--- src/rtl/snn_pkg.sv ---
// Shared types and default widths for the spiking-network readout logic.
package snn_pkg;

  typedef enum logic [1:0] {
    IDLE   = 2'd0,
    COUNT  = 2'd1,
    ARGMAX = 2'd2,
    HOLD   = 2'd3
  } state_t;

  localparam int SNN_CNT_W = 8;
  localparam int SNN_WIN_W = 8;

  // Index range 0..n inclusive; the argmax scan uses index n as its finish cycle.
  function automatic int scan_idx_w(input int n);
    return $clog2(n + 1);
  endfunction

endpackage

--- src/rtl/spike_counter_sat.sv ---
// Saturating per-neuron spike counter; sat is high while the count sits at full scale.
module spike_counter_sat
  import snn_pkg::*;
#(
  parameter int CNT_W = SNN_CNT_W
) (
  input  logic             clk,
  input  logic             rst_n,
  input  logic             clear,
  input  logic             inc,
  output logic [CNT_W-1:0] count,
  output logic             sat
);

  localparam logic [CNT_W-1:0] CNT_MAX = '1;

  assign sat = (count == CNT_MAX);

  always_ff @(posedge clk or negedge rst_n) begin
    if (!rst_n) begin
      count <= '0;
    end else if (clear) begin
      count <= '0;
    end else if (inc && !sat) begin
      count <= count + CNT_W'(1);
    end
  end

endmodule

--- src/rtl/snn_spike_readout.sv ---
// Spike-count window and sequential argmax readout for the network's output layer.
// Optional membrane snapshot port pair enabled by SNN_READOUT_MEMBRANE_SNAPSHOT_EN.
//
// state  | meaning
// IDLE   | waiting for start; previous result held on outputs
// COUNT  | accumulating spikes on enable steps until window_len samples taken
// ARGMAX | scanning one neuron per cycle, plus one finish cycle
// HOLD   | result presented with out_valid until out_ready
module snn_spike_readout
  import snn_pkg::*;
#(
  parameter int N     = 2,
  parameter int CNT_W = SNN_CNT_W,
  parameter int WIN_W = SNN_WIN_W
) (
  input  logic                 clk,
  input  logic                 rst_n,
  input  logic                 enable,
  input  logic [N-1:0]         spikes_in,
  input  logic [WIN_W-1:0]     window_len,
  input  logic                 start,
  input  logic                 out_ready,
`ifdef SNN_READOUT_MEMBRANE_SNAPSHOT_EN
  input  logic [N*8-1:0]       membrane_in,
  output logic [N*8-1:0]       membrane_snap,
`endif
  output logic                 busy,
  output logic                 out_valid,
  output logic [$clog2(N)-1:0] winner,
  output logic [CNT_W-1:0]     winner_count,
  output logic                 tie,
  output logic                 overflow,
  output logic [N*CNT_W-1:0]   counts
);

  localparam int WI_W  = $clog2(N);
  localparam int IDX_W = scan_idx_w(N);

  state_t           state;
  logic [WIN_W-1:0] len_q;
  logic [WIN_W-1:0] step;
  logic [IDX_W-1:0] idx;

  logic             clear;
  logic             sample;
  logic             last_sample;
  logic             ovf_hit;
  logic [N-1:0]     inc;
  logic [N-1:0]     sat;
  logic [CNT_W-1:0] cnt [N];
  logic [CNT_W-1:0] cur_cnt;

  assign clear       = (state == IDLE) && start;
  assign sample      = (state == COUNT) && enable;
  assign last_sample = sample && (step == (len_q - WIN_W'(1)));
  assign ovf_hit     = |(inc & sat);

  for (genvar g = 0; g < N; g++) begin : g_cnt
    assign inc[g] = sample && spikes_in[g];

    spike_counter_sat #(
      .CNT_W(CNT_W)
    ) u_cnt (
      .clk  (clk),
      .rst_n(rst_n),
      .clear(clear),
      .inc  (inc[g]),
      .count(cnt[g]),
      .sat  (sat[g])
    );

    assign counts[g*CNT_W +: CNT_W] = cnt[g];
  end

  always_comb begin
    cur_cnt = '0;
    for (int i = 0; i < N; i++) begin
      if (idx == IDX_W'(i)) cur_cnt = cnt[i];
    end
  end

  always_ff @(posedge clk or negedge rst_n) begin
    if (!rst_n) begin
      state        <= IDLE;
      len_q        <= '0;
      step         <= '0;
      idx          <= '0;
      busy         <= 1'b0;
      out_valid    <= 1'b0;
      winner       <= '0;
      winner_count <= '0;
      tie          <= 1'b0;
      overflow     <= 1'b0;
    end else begin
      case (state)
        IDLE: begin
          if (start) begin
            len_q        <= (window_len == '0) ? WIN_W'(1) : window_len;
            step         <= '0;
            overflow     <= 1'b0;
            tie          <= 1'b0;
            winner       <= '0;
            winner_count <= '0;
            busy         <= 1'b1;
            state        <= COUNT;
          end
        end
        COUNT: begin
          if (sample) begin
            overflow <= overflow | ovf_hit;
            if (last_sample) begin
              idx   <= '0;
              state <= ARGMAX;
            end else begin
              step <= step + WIN_W'(1);
            end
          end
        end
        ARGMAX: begin
          if (idx == IDX_W'(N)) begin
            busy      <= 1'b0;
            out_valid <= 1'b1;
            state     <= HOLD;
          end else begin
            // Ties keep the earlier (lower) index because only strictly greater replaces.
            if (cur_cnt > winner_count) begin
              winner       <= WI_W'(idx);
              winner_count <= cur_cnt;
              tie          <= 1'b0;
            end else if (cur_cnt == winner_count) begin
              tie <= 1'b1;
            end
            idx <= idx + IDX_W'(1);
          end
        end
        HOLD: begin
          if (out_ready) begin
            out_valid <= 1'b0;
            state     <= IDLE;
          end
        end
        default: state <= IDLE;
      endcase
    end
  end

`ifdef SNN_READOUT_MEMBRANE_SNAPSHOT_EN
  always_ff @(posedge clk or negedge rst_n) begin
    if (!rst_n) begin
      membrane_snap <= '0;
    end else if (last_sample) begin
      membrane_snap <= membrane_in;
    end
  end
`endif

endmodule

--- config.mk ---
export PLATFORM = sky130hd
export DESIGN_NAME = snn_spike_readout
export DESIGN_NICKNAME = d
export VERILOG_FILES = /design/src/rtl/snn_pkg.sv /design/src/rtl/spike_counter_sat.sv /design/src/rtl/snn_spike_readout.sv
export SDC_FILE = /design/constraint.sdc
export NUM_CORES = 1
export LEC_CHECK = 0
export ABC_CLOCK_PERIOD_IN_PS = 5700
export CAP_MARGIN = 20
export CORE_MARGIN = 8
export CORE_UTILIZATION = 52
export DETAILED_ROUTE_END_ITERATION = 8
export GPL_TIMING_DRIVEN = 1
export PLACE_DENSITY = 0.73
export SYNTH_ARGS = -nofsm -noshare
export SYNTH_HDL_FRONTEND = slang
export SYNTH_HIERARCHICAL = 1
export SYNTH_SLANG_ARGS = --single-unit
--- constraint.sdc ---
create_clock -name clk -period 5.7 [get_ports clk]
set_input_delay 1.14 -clock clk [delete_from_list [all_inputs] [get_ports clk]]
set_output_delay 1.14 -clock clk [all_outputs]
set_load 0.1 [all_outputs]
---- After elaboration in Yosys (flattened, before gate mapping) ----
Index checks and enable logic that the tools add are counted.
word-level totals
  register bits after elaboration ......... 49
  bits of input ports ..................... 15
  output and inout port bits .............. 29
cells by class
  $add $sub $neg .......................... 5
  magnitude comparators ................... 1
  equality and inequality tests ........... 18
  muxes and demuxes ....................... 40
  bitwise gates (word level) .............. 2
  reduce and logical (&&, ||, !) cells .... 28
operator list
  operator                                                             number
  8-bit two-way mux                                                    12
  8-bit case mux with 2 select lines                                   2
  8-bit by 1-bit adder with 8-bit output (second input constant)       3
  8-bit == test                                                        2
  8-bit == test (second input constant)                                2
  2-bit two-way mux                                                    8
  2-bit != test (second input constant)                                8
  4-bit AND reduction                                                  4
  2-bit nonzero test                                                   6
  1-bit two-way mux                                                    11
  1-bit case mux with 2 select lines                                   5
  3-bit AND reduction                                                  3
  8-bit > comparator                                                   1
  8-bit zero test                                                      1
  2-bit case mux with 4 select lines                                   1
  8-bit by 1-bit subtractor with 8-bit output (second input constant)  1
  1-bit logical AND                                                    7
  2-bit == test (second input constant)                                3
  5-bit AND reduction                                                  1
  2-bit by 1-bit == test with 1-bit output (second input constant)     2
  2-bit zero test                                                      2
  2-bit case mux with 2 select lines                                   1
  3-bit != test (second input constant)                                1
  2-bit by 1-bit adder with 2-bit output (second input constant)       1
  5 further kinds                                                      6

---- Longest topological paths before layout ----
  depth in word-level cells ............... 8
  mapped depth ............................ 13

---- Modules after synthesis ----
Netlist, hierarchy kept.
modules (own cells, without submodules)
  module             instances  cells each  area each (um2)  seq. area each (um2)
  snn_spike_readout  1          239         2215.9           825.8
  spike_counter_sat  2          47          469.2            200.2

---- Least setup slack after synthesis ----
OpenSTA, ideal clock, no wires.
  path type ............................... reg2reg
  start ................................... reg idx[1]
  end ..................................... reg winner_count[0]
  arrival ................................. 2.867 ns
  data required time ...................... 5.574 ns
  setup slack ............................. 2.707 ns
  cell stages (with the launch flop) ...... 14
  period minus slack after synthesis ...... 2.993 ns
  path through ............................ dfrtp_1 > inv_1 > ha_1 > clkbuf_1 > nor2b_1 > a22o_1 > ha_1 > nor2b_1 > o211ai_1 > a21oi_1 > o21ai_0 > a21oi_1 > clkbuf_1 > mux2_2
on the way
  longest elaborated chain between the ends .. 6
  elaborated cells on any way between the ends .. 12
  those cells by class .................... order compare: 1; eq/ne: 4; mux: 5; reduce/logical: 2
ends and longest elaborated chain
  what                                                                                        line                      text
  start, declared                                                                             snn_spike_readout.sv:42   logic [IDX_W-1:0] idx;
  start signal, assigned                                                                      snn_spike_readout.sv:133  idx <= idx + IDX_W'(1);
  2-bit zero test                                                                             snn_spike_readout.sv:78   if (idx == IDX_W'(i)) cur_cnt = cnt[i];
  8-bit two-way mux (2 in series)                                                             snn_spike_readout.sv:78
  8-bit > comparator / 8-bit two-way mux (equally long branches)                              snn_spike_readout.sv:126  if (cur_cnt > winner_count) begin
  2-bit != test (no line) / 8-bit two-way mux (equally long branches)                         --
  4-bit AND reduction (no line) / 8-bit case mux with 2 select lines (equally long branches)  --
  end signal, assigned                                                                        snn_spike_readout.sv:128  winner_count <= cur_cnt;
  end, declared                                                                               snn_spike_readout.sv:30   output logic [CNT_W-1:0] winner_count,
Several ways; a longest one is shown, not always the timed one. The select of a mux whose other input is x is not followed.
A chain may end at the register's enable or synchronous reset.

---- Worst setup path in the final report ----
Ends and elaborated chain as after synthesis.

==> impl_metrics.csv <==
group,metric,value,unit
power,power_density,449,nW/um2
logic_synthesis,synth_seq_cells,49,
critical_path,r2r_start,"idx[1]",
detailed_routing,avgViaCountPerCell,5.90,
sta,rsz0062_at_grt,"false",
critical_path,path_class,"flop to flop",
clock_network,cts_buffer_depth,2,
critical_path,ff2ff_path_depth,11,
global_routing,grt_max_degree,50,
critical_path,cp-end-kind,"flop",
power,ir_drop,0.279,mV
floorplanning,die_w,93.9,um
logic_synthesis,synthesis.area,3150,um2
job,drv_cap,0,
outcome,status,"finished, final reports clean",
detailed_routing,route.detailed.drc,0,
detailed_routing,routed_wl,7330,um
clock_network,cts_made_buffers,5,
floorplanning,die_y,93.9,um
logic_synthesis,yosysSeqAreaShare,38.9,%
global_routing,grt-ovfl-total,0,
placement,place_ws,2280,ps
logic_synthesis,synth_edf_count,0,
clock_network,cts_sinks,49,
power,intPower,0.899,mW
min_path,min_path_type,"flop to flop",
critical_path,startpoint_type,"flop",
global_routing,antenna_found_initial,0,
critical_path,worstPathCellList,"inv_1 > ha_1 > nor2b_1 > a22o_1 > ha_1 > nor2b_1 > o211ai_1 > a21oi_1 > o21ai_0 > a21oi_1 > mux2_2",
sta,setup_ws,2230,ps
placement,io_buffer_count,43,
global_routing,first_global_vias,2619,
final_layout,nNetsFinal,407,
final_layout,area_delta_synth_final,19.0,%
power,swShare,46.6,%
detailed_routing,wl_per_cell,16.3,um
critical_path,rrSetupSlack,2230,ps
placement,routabilityCongestion,0.836,
sta,finalSetupTns,0,ps
logic_synthesis,synthArstFlopShare,100,%
floorplanning,initial_utilization,53.6,%
sta,finalSetupViolCount,0,
sta,max_freq,0.288,GHz
logic_synthesis,synth_top_cell_by_area,"dfrtp_1",
power,seq_power_share,31.9,%
sta,skew,7.88,ps
logic_synthesis,synth_flop_cell,"dfrtp_1",
critical_path,cp.arrival,3670,ps
final_layout,final_util,63.8,%
placement,placed_area,3640,um2
logic_synthesis,synth-warning-count,6,
logic_synthesis,synth.area.top_cells,"dfrtp_1 (39%), ha_1 (7.5%), mux2i_1 (4.1%)",
final_layout,finalInstanceArea,3750,um2
clock_network,cts-resized-gates,0,
min_path,holdPathEnd,"overflow",
sta,worstMarginPinSlew,1040,ps
logic_synthesis,syn_inst,333,
min_path,worstHoldStart,"overflow",
detailed_routing,drt_first_pass_iters,4,
power,p_switching,0.786,mW
clock_network,cts_tree,"yes",
placement,hpwl,5450,um
sta,hold_ws,511,ps
power,p_leak,1.58,nW
min_path,holdPathStages,2,
clock_network,cts_root_buffer,"clkbuf_8",
floorplanning,core_area,5890,um2
critical_path,crit_fanout,10,
clock_network,htree_levels,2,
clock_network,clk_pin_slew,90,ps
sta,slew_violations,0,
floorplanning,pin_count,44,
floorplanning,die_area,8810,um2
critical_path,r2r-end,"winner_count[0]",
detailed_routing,drt_iter0_drc,111,
logic_synthesis,avgSynthCellArea,9.47,um2
sta,period_needed,3470,ps
sta,slew_headroom,30.5,%
final_layout,drive_above_1_share,10.2,%
power,clkPwrFrac,15.5,%
detailed_routing,num_vias,2650,
clock_network,hold_buffers,0,
logic_synthesis,synth_top_area_share,38.9,%
critical_path,slowest_stage,"a21oi_1",
critical_path,max_stage_delay,840,ps
floorplanning,rows,28,
logic_synthesis,synthTopCellsByCount,"dfrtp_1 (49), nand2_1 (32), a21oi_1 (23)",
detailed_routing,ant_nets,0,
power,pwr-share-comb,52.6,%
logic_synthesis,yosysMostFrequentCell,"dfrtp_1",
critical_path,startpoint,"idx[1]",
logic_synthesis,synth.distinct_cells,50,
sta,finalHoldViolCount,0,
critical_path,required,5900,ps
final_layout,diodes,0,
logic_synthesis,synth_nets,367,
global_routing,track_usage,17.1,%
clock_network,clock_latency,310,ps
sta,post-route-period-util,60.9,%
global_routing,grt_pass1_wl,12300,um
clock_network,cts_setup_buffers,0,
==> per-layer routing <==
layer | track usage [%] | wire (um) | up-vias | part of all wire (%)
li1 | - | - | 1305 | -
met1 | 22.2 | 3510 | 1268 | 48
met2 | 27.4 | 3380 | 67 | 46
met3 | 3.44 | 339 | 10 | 4.6
met4 | 6.08 | 107 | 0 | 1.5
met5 | 0 | 0 | - | 0
==> per-stage QoR <==
step,std cells,power [mW]
after detailed placement,441,1.43
final,449,1.69
after floorplan,333,1.22
after global placement,441,1.39
after CTS,449,1.69
after global routing,449,1.80
==> logic make-up after synthesis <==
family	Yosys count	share of synthesized area [%]
adders and majority gates	19	7.54
DFF	49	38.9
buffers and inverters	31	3.73
and+or+nand+nor	119	21.2
muxes	25	8.65
AOI/OAI and AO/OA	81	17.5
xor gates and xnor gates	9	2.50
==> sequential cells by signal, indices dropped and copies added (netlist names) <==
| signal | count |
|---|---|
| overflow | 1 |
| winner | 1 |
| state | 2 |
| step | 8 |
| g_cnt.u_cnt/count | 16 |
| busy | 1 |
| idx | 2 |
| out_valid | 1 |
| len_q | 8 |
| winner_count | 8 |
| tie | 1 |
==> critical path: cells and delay by family, from the launching register on <==
kind	cells	cell delay [ps]
multiplexers	1	410
AO/OA/AOI/OAI	5	1460
flip-flops	1	430
adder cells (fa/ha/maj)	2	440
AND/OR/NAND/NOR	2	540
buffers and inverters	1	80
==> layout by cell type, fill, tap and decap left out, types with 3 or more instances in the layout <==
cell type and instances:
nor2_1 14, o211ai_1 3, a211oi_1 9, nand2_1 32, o21ai_0 16, mux2i_1 13, xor2_1 5, mux2_2 10
nand4_1 10, a21oi_1 23, dfrtp_1 49, inv_1 20, a22o_1 8, a31oi_1 4, nor3_1 6, nand3_1 9
ha_1 19, clkbuf_8 6, nand2b_1 6, o21bai_1 5, or4_1 3, or3_1 4, nor2b_1 7, xnor2_1 4
clkdlybuf4s50_1 42, and3_1 7
==> power by group through the flow <==
stage                     sequential, mW  clock (mW)  combinational (mW)
after floorplan                    0.708           0               0.517
after global placement             0.536           0               0.858
after detailed placement           0.542           0               0.883
after CTS                          0.536       0.264               0.888
after global routing               0.551       0.278               0.968
final                              0.537       0.261               0.887
==> layout make-up <==
cell class                      count  area (um2)
Clock buffer                        7        86.3
Timing Repair Buffer               44         433
Multi-Input combinational cell    253        1810
Tap cell                           75        93.8
Clock inverter                      1        30.0
Sequential cell                    49        1230
Inverter                           20        75.1
Fill cell                         505        2130
==> how the worst max path moves through the flow <==
stage                                 end  slack [ps]  cells past startpoint
after floorplan           winner_count[0]        2710                     13
after global placement    winner_count[0]        2430                      5
after detailed placement  winner_count[0]        2280                     11
after CTS                 winner_count[0]        2240                     11
after global routing      winner_count[0]        1950                     11
final                     winner_count[0]        2230                     11
No activity file was read; power rests on OpenSTA's default activity.
